<file path="src/rtl/dmem_arb_pkg.sv">
// Shared types and defaults for the dcache port arbiter.
package dmem_arb_pkg;

    localparam int DMEM_WIDTH        = 32;
    localparam int DMEM_ADDR_W       = 6;
    localparam int DEF_MAX_CPU_BURST = 4;

    // Who owns the access currently travelling down the pipe
    typedef enum logic [1:0] {
        OWN_NONE = 2'd0,
        OWN_CPU  = 2'd1,
        OWN_DMA  = 2'd2
    } owner_e;

    // One dcache command; widths track the arbiter's default WIDTH/ADDR_W
    typedef struct packed {
        logic                   we;
        logic [DMEM_ADDR_W-1:0] addr;
        logic [DMEM_WIDTH-1:0]  wdata;
    } dmem_req_t;

endpackage

</file>
<file path="src/rtl/dmem_arb_grant.sv">
// Grant decision between CPU and DMA with a bounded CPU burst counter so
// a continuously busy CPU cannot starve the DMA requester.
import dmem_arb_pkg::*;

module dmem_arb_grant #(
    parameter int MAX_CPU_BURST = DEF_MAX_CPU_BURST
) (
    input  logic clk,
    input  logic reset,
    input  logic cpu_valid,
    input  logic dma_valid,
    output logic cpu_grant,
    output logic dma_grant
);

    localparam logic [3:0] MAX_B = 4'(MAX_CPU_BURST);

    logic [3:0] burst_cnt;
    logic       at_limit;

    assign at_limit = (burst_cnt == MAX_B);

    // CPU has priority until it has used up its burst while DMA waits
    always_comb begin
        cpu_grant = cpu_valid & (~dma_valid | ~at_limit);
        dma_grant = dma_valid & ~cpu_grant;
    end

    // Count consecutive CPU wins only while DMA is actually waiting
    always_ff @(posedge clk or posedge reset) begin
        if (reset)
            burst_cnt <= '0;
        else if (~dma_valid | dma_grant)
            burst_cnt <= '0;
        else if (cpu_grant && !at_limit)
            burst_cnt <= burst_cnt + 4'd1;
    end

endmodule

</file>
<file path="src/rtl/dmem_arbiter.sv">
// Single-port dcache arbiter: ARB (grant) -> ACC (drive dcache, sample
// rdata) -> RSP (registered response to the owning requester).
// Optional per-requester stall counters: define DMEM_ARB_STALL_CNT_EN.
import dmem_arb_pkg::*;

module dmem_arbiter #(
    parameter int WIDTH         = DMEM_WIDTH,
    parameter int ADDR_W        = DMEM_ADDR_W,
    parameter int MAX_CPU_BURST = DEF_MAX_CPU_BURST
) (
    input  logic              clk,
    input  logic              reset,
    input  logic              cpu_req_valid,
    output logic              cpu_req_ready,
    input  logic              cpu_req_we,
    input  logic [ADDR_W-1:0] cpu_req_addr,
    input  logic [WIDTH-1:0]  cpu_req_wdata,
    output logic              cpu_resp_valid,
    output logic [WIDTH-1:0]  cpu_resp_rdata,
    input  logic              dma_req_valid,
    output logic              dma_req_ready,
    input  logic              dma_req_we,
    input  logic [ADDR_W-1:0] dma_req_addr,
    input  logic [WIDTH-1:0]  dma_req_wdata,
    output logic              dma_resp_valid,
    output logic [WIDTH-1:0]  dma_resp_rdata,
    output logic              dmem_w_en,
    output logic [ADDR_W-1:0] dmem_addr,
    output logic [WIDTH-1:0]  dmem_wdata,
`ifdef DMEM_ARB_STALL_CNT_EN
    output logic [15:0]       cpu_stall_cnt,
    output logic [15:0]       dma_stall_cnt,
`endif
    input  logic [WIDTH-1:0]  dmem_rdata
);

    logic      cpu_grant, dma_grant;
    logic      acc_vld;
    owner_e    acc_own;
    dmem_req_t acc_req;

    dmem_arb_grant #(.MAX_CPU_BURST(MAX_CPU_BURST)) u_grant (
        .clk       (clk),
        .reset     (reset),
        .cpu_valid (cpu_req_valid),
        .dma_valid (dma_req_valid),
        .cpu_grant (cpu_grant),
        .dma_grant (dma_grant)
    );

    // Responses cannot stall, so ready is purely the grant (masked in reset)
    always_comb begin
        cpu_req_ready = cpu_grant & ~reset;
        dma_req_ready = dma_grant & ~reset;
    end

    // ACC stage register: capture the granted command, or a zeroed bubble
    always_ff @(posedge clk or posedge reset) begin
        if (reset) begin
            acc_vld <= 1'b0;
            acc_own <= OWN_NONE;
            acc_req <= '0;
        end else begin
            acc_vld <= cpu_grant | dma_grant;
            if (cpu_grant) begin
                acc_own <= OWN_CPU;
                acc_req <= '{we: cpu_req_we, addr: cpu_req_addr, wdata: cpu_req_wdata};
            end else if (dma_grant) begin
                acc_own <= OWN_DMA;
                acc_req <= '{we: dma_req_we, addr: dma_req_addr, wdata: dma_req_wdata};
            end else begin
                acc_own <= OWN_NONE;
                acc_req <= '0;
            end
        end
    end

    // dcache drive; zero whenever the ACC slot is empty
    always_comb begin
        dmem_w_en  = acc_vld & acc_req.we;
        dmem_addr  = acc_vld ? acc_req.addr  : '0;
        dmem_wdata = acc_vld ? acc_req.wdata : '0;
    end

    // RSP stage: steer the sampled read data to the owner; stores return 0
    always_ff @(posedge clk or posedge reset) begin
        if (reset) begin
            cpu_resp_valid <= 1'b0;
            cpu_resp_rdata <= '0;
            dma_resp_valid <= 1'b0;
            dma_resp_rdata <= '0;
        end else begin
            cpu_resp_valid <= acc_vld && (acc_own == OWN_CPU);
            dma_resp_valid <= acc_vld && (acc_own == OWN_DMA);
            cpu_resp_rdata <= (acc_vld && acc_own == OWN_CPU && !acc_req.we) ? dmem_rdata : '0;
            dma_resp_rdata <= (acc_vld && acc_own == OWN_DMA && !acc_req.we) ? dmem_rdata : '0;
        end
    end

`ifdef DMEM_ARB_STALL_CNT_EN
    // Saturating count of cycles each requester waited (valid without ready)
    always_ff @(posedge clk or posedge reset) begin
        if (reset) begin
            cpu_stall_cnt <= '0;
            dma_stall_cnt <= '0;
        end else begin
            if (cpu_req_valid && !cpu_req_ready && cpu_stall_cnt != 16'hFFFF)
                cpu_stall_cnt <= cpu_stall_cnt + 16'd1;
            if (dma_req_valid && !dma_req_ready && dma_stall_cnt != 16'hFFFF)
                dma_stall_cnt <= dma_stall_cnt + 16'd1;
        end
    end
`endif

endmodule

</file>
<file path="config.mk">
export PLATFORM = sky130hd
export DESIGN_NAME = dmem_arbiter
export DESIGN_NICKNAME = d
export VERILOG_FILES = /design/src/rtl/dmem_arb_pkg.sv /design/src/rtl/dmem_arb_grant.sv /design/src/rtl/dmem_arbiter.sv
export SDC_FILE = /design/constraint.sdc
export NUM_CORES = 1
export LEC_CHECK = 0
export CAP_MARGIN = 20
export CORE_ASPECT_RATIO = 1.2
export CORE_MARGIN = 2
export CORE_UTILIZATION = 35
export CTS_CLUSTER_SIZE = 10
export DETAILED_ROUTE_END_ITERATION = 10
export GPL_TIMING_DRIVEN = 0
export PLACE_DENSITY = 0.76
export SLEW_MARGIN = 20
export SYNTH_ARGS = -nofsm -noshare
export SYNTH_HDL_FRONTEND = slang
export SYNTH_HIERARCHICAL = 1
export SYNTH_SLANG_ARGS = --single-unit
</file>
<file path="constraint.sdc">
create_clock -name clk -period 3.7 [get_ports clk]
set_input_delay 0.74 -clock clk [delete_from_list [all_inputs] [get_ports clk]]
set_output_delay 0.74 -clock clk [all_outputs]
set_load 0.02 [all_outputs]
</file>
# Yosys cells after proc, flatten, opt, wreduce, memory -nomap -nowiden
# Index checks and enable logic that the tools add are counted.
[classes]
add_sub_neg = 1
eq_ne = 3
muxes = 10
bitwise = 12
n_reduce_logical = 8
[ops]
columns = ["operator", "n"]
rows = [
  ["32-bit 2-to-1 mux", 3],
  ["39-bit 2-to-1 mux", 2],
  ["4-bit 2-to-1 mux", 2],
  ["6-bit 2-to-1 mux", 1],
  ["1-bit AND", 5],
  ["1-bit logical AND", 5],
  ["4-bit by 1-bit adder with 4-bit output (second input constant)", 1],
  ["4-bit by 3-bit equality test with 1-bit output (second input constant)", 1],
  ["2-bit 2-to-1 mux", 2],
  ["1-bit inverter", 4],
  ["1-bit bitwise OR", 3],
  ["2-bit by 1-bit equality test with 1-bit output (second input constant)", 1],
  ["2-bit equality test (second input constant)", 1],
  ["1-bit logical NOT", 2],
  ["2-bit nonzero test", 1],
]
[totals]
register_bits = 112
elab_cells = 44

# Depth between registers and ports, before layout
[depth]
word_depth = 8
depth_mapped = 9
depth_no_buf = 6

# By module
# The synthesis kept the hierarchy.
[modules_own_cells]
columns = ["mod", "n_inst", "cells_per_inst", "area_each_um2", "seq_area_each_um2"]
rows = [
  ["dmem_arbiter", 1, 288, 3937.5, 2702.6],
  ["dmem_arb_grant", 1, 22, 211.5, 100.1],
]

# Least setup slack after synthesis
# No wires, ideal clock.
[synth_timing]
path_type = "input to output"
start = "input dma_req_valid"
end = "output cpu_req_ready"
t_arrival_ns = 1.581
required_ns = 2.960
path_slack_ns = 1.379
cell_stages = 5
path_buffers = 2
cell_sequence = "inv_1 o21a_1 buf_4 buf_2 nor2b_1"
[synth_between]
elab_chain_cells = 4
[synth_lines]
columns = ["element", "line", "text"]
rows = [
  ["start: declaration", "dmem_arbiter.sv:20", "input logic dma_req_valid,"],
  ["1-bit inverter", "dmem_arb_grant.sv:25", "cpu_grant = cpu_valid & (~dma_valid | ~at_limit);"],
  ["1-bit bitwise OR", "dmem_arb_grant.sv:25", ""],
  ["1-bit AND", "dmem_arb_grant.sv:25", ""],
  ["via cpu_grant", "dmem_arbiter.sv:37", "logic cpu_grant, dma_grant;"],
  ["1-bit AND", "dmem_arbiter.sv:53", "cpu_req_ready = cpu_grant & ~reset;"],
  ["end: declaration", "dmem_arbiter.sv:14", "output logic cpu_req_ready,"],
]
# The timed path passes the listed nets, and every way through them passes these cells.

# Worst setup path in the final report
[layout_timing]
start = "input cpu_req_valid"
end = "output cpu_req_ready"
[layout_between]
elab_chain_cells = 2
[layout_lines]
columns = ["element", "line", "text"]
rows = [
  ["start: declaration", "dmem_arbiter.sv:13", "input logic cpu_req_valid,"],
  ["1-bit AND", "dmem_arb_grant.sv:25", ""],
  ["via cpu_grant", "dmem_arbiter.sv:37", ""],
  ["1-bit AND", "dmem_arbiter.sv:53", ""],
]
# The timed path passes the listed nets, and every way through them passes these cells.

==> results.json <==
{
  "status": "completed",
  "ys_types": 24,
  "relSlewSlack": 0.6937,
  "drcViolationCount": 0,
  "startpoint_type": "input pin",
  "cts_hold_buf": 0,
  "grt_max_degree": 62,
  "leakage_uw": 0.003257,
  "core_area_um2": 11570,
  "cts_made_buffers": 9,
  "drv_slew": 0,
  "routed_via_density": 4.667,
  "die_area_um2": 12740,
  "nNetsFinal": 658,
  "final_util": 0.5922,
  "met3_usage": 0.05370,
  "dr.first_iter.drc_count": 117,
  "dpl.hpwl_um": 8733,
  "post_cts_buffers": 0,
  "timing.final.ws_setup_ns": 0.3333,
  "routed_wl_um": 11270,
  "port_buffers": 220,
  "ys_seq_area_frac": 0.6755,
  "syn_inst": 310,
  "numClockSinks": 112,
  "crit_type": "input pin to output pin",
  "clkTransAtPathRegs_ns": 0.07,
  "rows": 43,
  "hold_viol_final": 0,
  "grt_pass1_vias": 3363,
  "fin_crit_ns": 3.367,
  "place.gp.congestion": 0.7492,
  "place_ws_ns": 0.3278,
  "drt_first_pass_iters": 4,
  "tritoncts": "built",
  "cts-resized-gates": 0,
  "netlist_area_um2": 4149,
  "clock-skew-final_ns": 0.007204,
  "wl_per_cell_um": 16.02,
  "die_w_um": 103.4,
  "grt_setup_unrepaired": "false",
  "area_growth_pct": 65.11,
  "grt_antenna_before_repair": 0,
  "synth_fp_nets": 426,
  "fin_hold_ws_ns": 0.4927,
  "critPathMaxFanout": 10,
  "crit_path_end_kind": "output pin",
  "grt.total_usage": 0.1761,
  "die_h_um": 123.3,
  "ant_nets": 0,
  "fin_crit_sh": 0.9099,
  "setup_viol": 0,
  "grt_use_met2": 0.3093,
  "htree_levels": 3,
  "power.total_uw": 2627,
  "cts_buffer_depth": 2,
  "grt_overflow": 0,
  "peakVddDrop_mv": 0.2057,
  "yosys_register_bits": 112,
  "vias": 3281,
  "synth_warnings": 6,
  "antennaDiodeCount": 0,
  "avgSynthCellArea_um2": 13.38,
  "max_cap_viol_count": 0,
  "p_per_area_nw_per_um2": 383.4,
  "crit_arrival_ns": 2.63,
  "root_buffer": "clkbuf_16",
  "cp.required_ns": 2.96,
  "start_util": 0.3587,
  "grt_pass1_wl_um": 16870,
  "hold_class": "flop to flop",
  "pin_count": 221,
  "layout-drive-gt1-share": 0.06227,
  "worst_slew_pin_slew_ns": 0.4595,
  "insertion_delay_ns": 0.34,
  "fmax_mhz": 297.0,
  "top_usage_layer": "met2",
  "use_met1": 0.1936
}
[synthesized netlist by cell type, drive strengths merged]
cell type | number | area, um2
dfrtp | 112 | 2803
and3 | 64 | 400.4
and2 | 41 | 256.5
a22o | 38 | 332.8
buf | 14 | 128.9
clkbuf | 12 | 45.04
inv | 6 | 22.52
nor2 | 4 | 15.01
and2b | 3 | 22.52
nor2b | 3 | 26.27
ha | 2 | 25.02
nand2 | 2 | 7.510
nand3 | 2 | 15.01
a21oi | 1 | 5.000
nand3b | 1 | 7.510
o21a | 1 | 7.510
o21ai | 1 | 5.000
or2 | 1 | 6.260
xnor2 | 1 | 8.760
xor2 | 1 | 8.760
[critical path, cell delays in order]
cell             delay [ns]
clkdlybuf4s50_1        0.52
o21a_1                 0.18
buf_4                  0.16
buf_2                  0.23
nor2b_1                0.17
clkdlybuf4s50_1        0.62
[placed cells by master, fill, tap and decap left out, types with 2 or more instances in the layout]
cell	instances
nor2_1	4
buf_6	9
nand2_1	2
dfrtp_1	112
inv_1	5
ha_1	2
and2_1	41
clkinv_4	2
a22o_1	38
clkbuf_16	9
and3_1	64
buf_2	4
clkbuf_1	12
nor2b_1	2
and2b_1	3
clkdlybuf4s50_1	220
inv_6	3
clkinv_2	2
[final cells by class]
class                      count  area, um2
tap                          157      196.4
clock buffer                   9      225.2
fill                         976       4717
buffer                        26      173.9
multi-input combinational    166       1150
timing repair buffer         221       2230
clock inverter                 6      45.04
inverter                       6      27.53
sequential                   112       2803
[kinds of logic (layout without fill, tap and decap cells)]
group	count (synthesis)	count (layout)	synth area share
AND/OR/NAND/NOR	121	121	0.1824
flip-flops	112	112	0.6755
AO/OA/AOI/OAI	41	41	0.08444
buffers and inverters	32	268	0.04735
adder cells (fa/ha/maj)	2	2	0.006030
XOR/XNOR	2	2	0.004223
[where the power goes]
| group | total, uW | leakage, uW | internal (uW) | switching [uW] |
|---|---|---|---|---|
| sequential | 1290 | 0.00149 | 1270 | 14.1 |
| clock | 890 | 0.000136 | 458 | 432 |
| combinational | 450 | 0.00163 | 252 | 198 |
[sequential cells by signal, summed over array words and instances, names as in the netlist]
register           count
acc_own                2
acc_req               39
acc_vld                1
cpu_resp_rdata        32
cpu_resp_valid         1
dma_resp_rdata        32
dma_resp_valid         1
u_grant/burst_cnt      4
[per-layer routing]
metal / up-vias / part of all wire
li1: 1523 / -
met1: 1569 / 0.37
met2: 169 / 0.51
met3: 20 / 0.091
met4: 0 / 0.024
met5: - / 0
[metrics by stage]
stage | TNS [ns] | std cells | area [um2]
after floorplan | 0 | 310 | 4149
after global placement | -140.88 | 687 | 6548
after detailed placement | 0 | 688 | 6580
after CTS | 0 | 703 | 6850
after global routing | 0 | 703 | 6850
final | 0 | 703 | 6850
[final timing paths]
check / cells past startpoint / slack [ns] / start / end
worst max-delay path: 6 / 0.33 / cpu_req_valid / cpu_req_ready
worst min-delay path: 1 / 0.49 / u_grant/burst_cnt[0] / u_grant/burst_cnt[0]
worst max register to register: 8 / 1.75 / u_grant/burst_cnt[0] / acc_req[21]
worst min register to register: 1 / 0.49 / u_grant/burst_cnt[0] / u_grant/burst_cnt[0]
max in group asynchronous: 3 / 2.16 / reset / cpu_resp_rdata[1]
min in group asynchronous: 2 / 0.77 / reset / u_grant/burst_cnt[3]
Note: power is estimated with default switching activity, not from simulation.
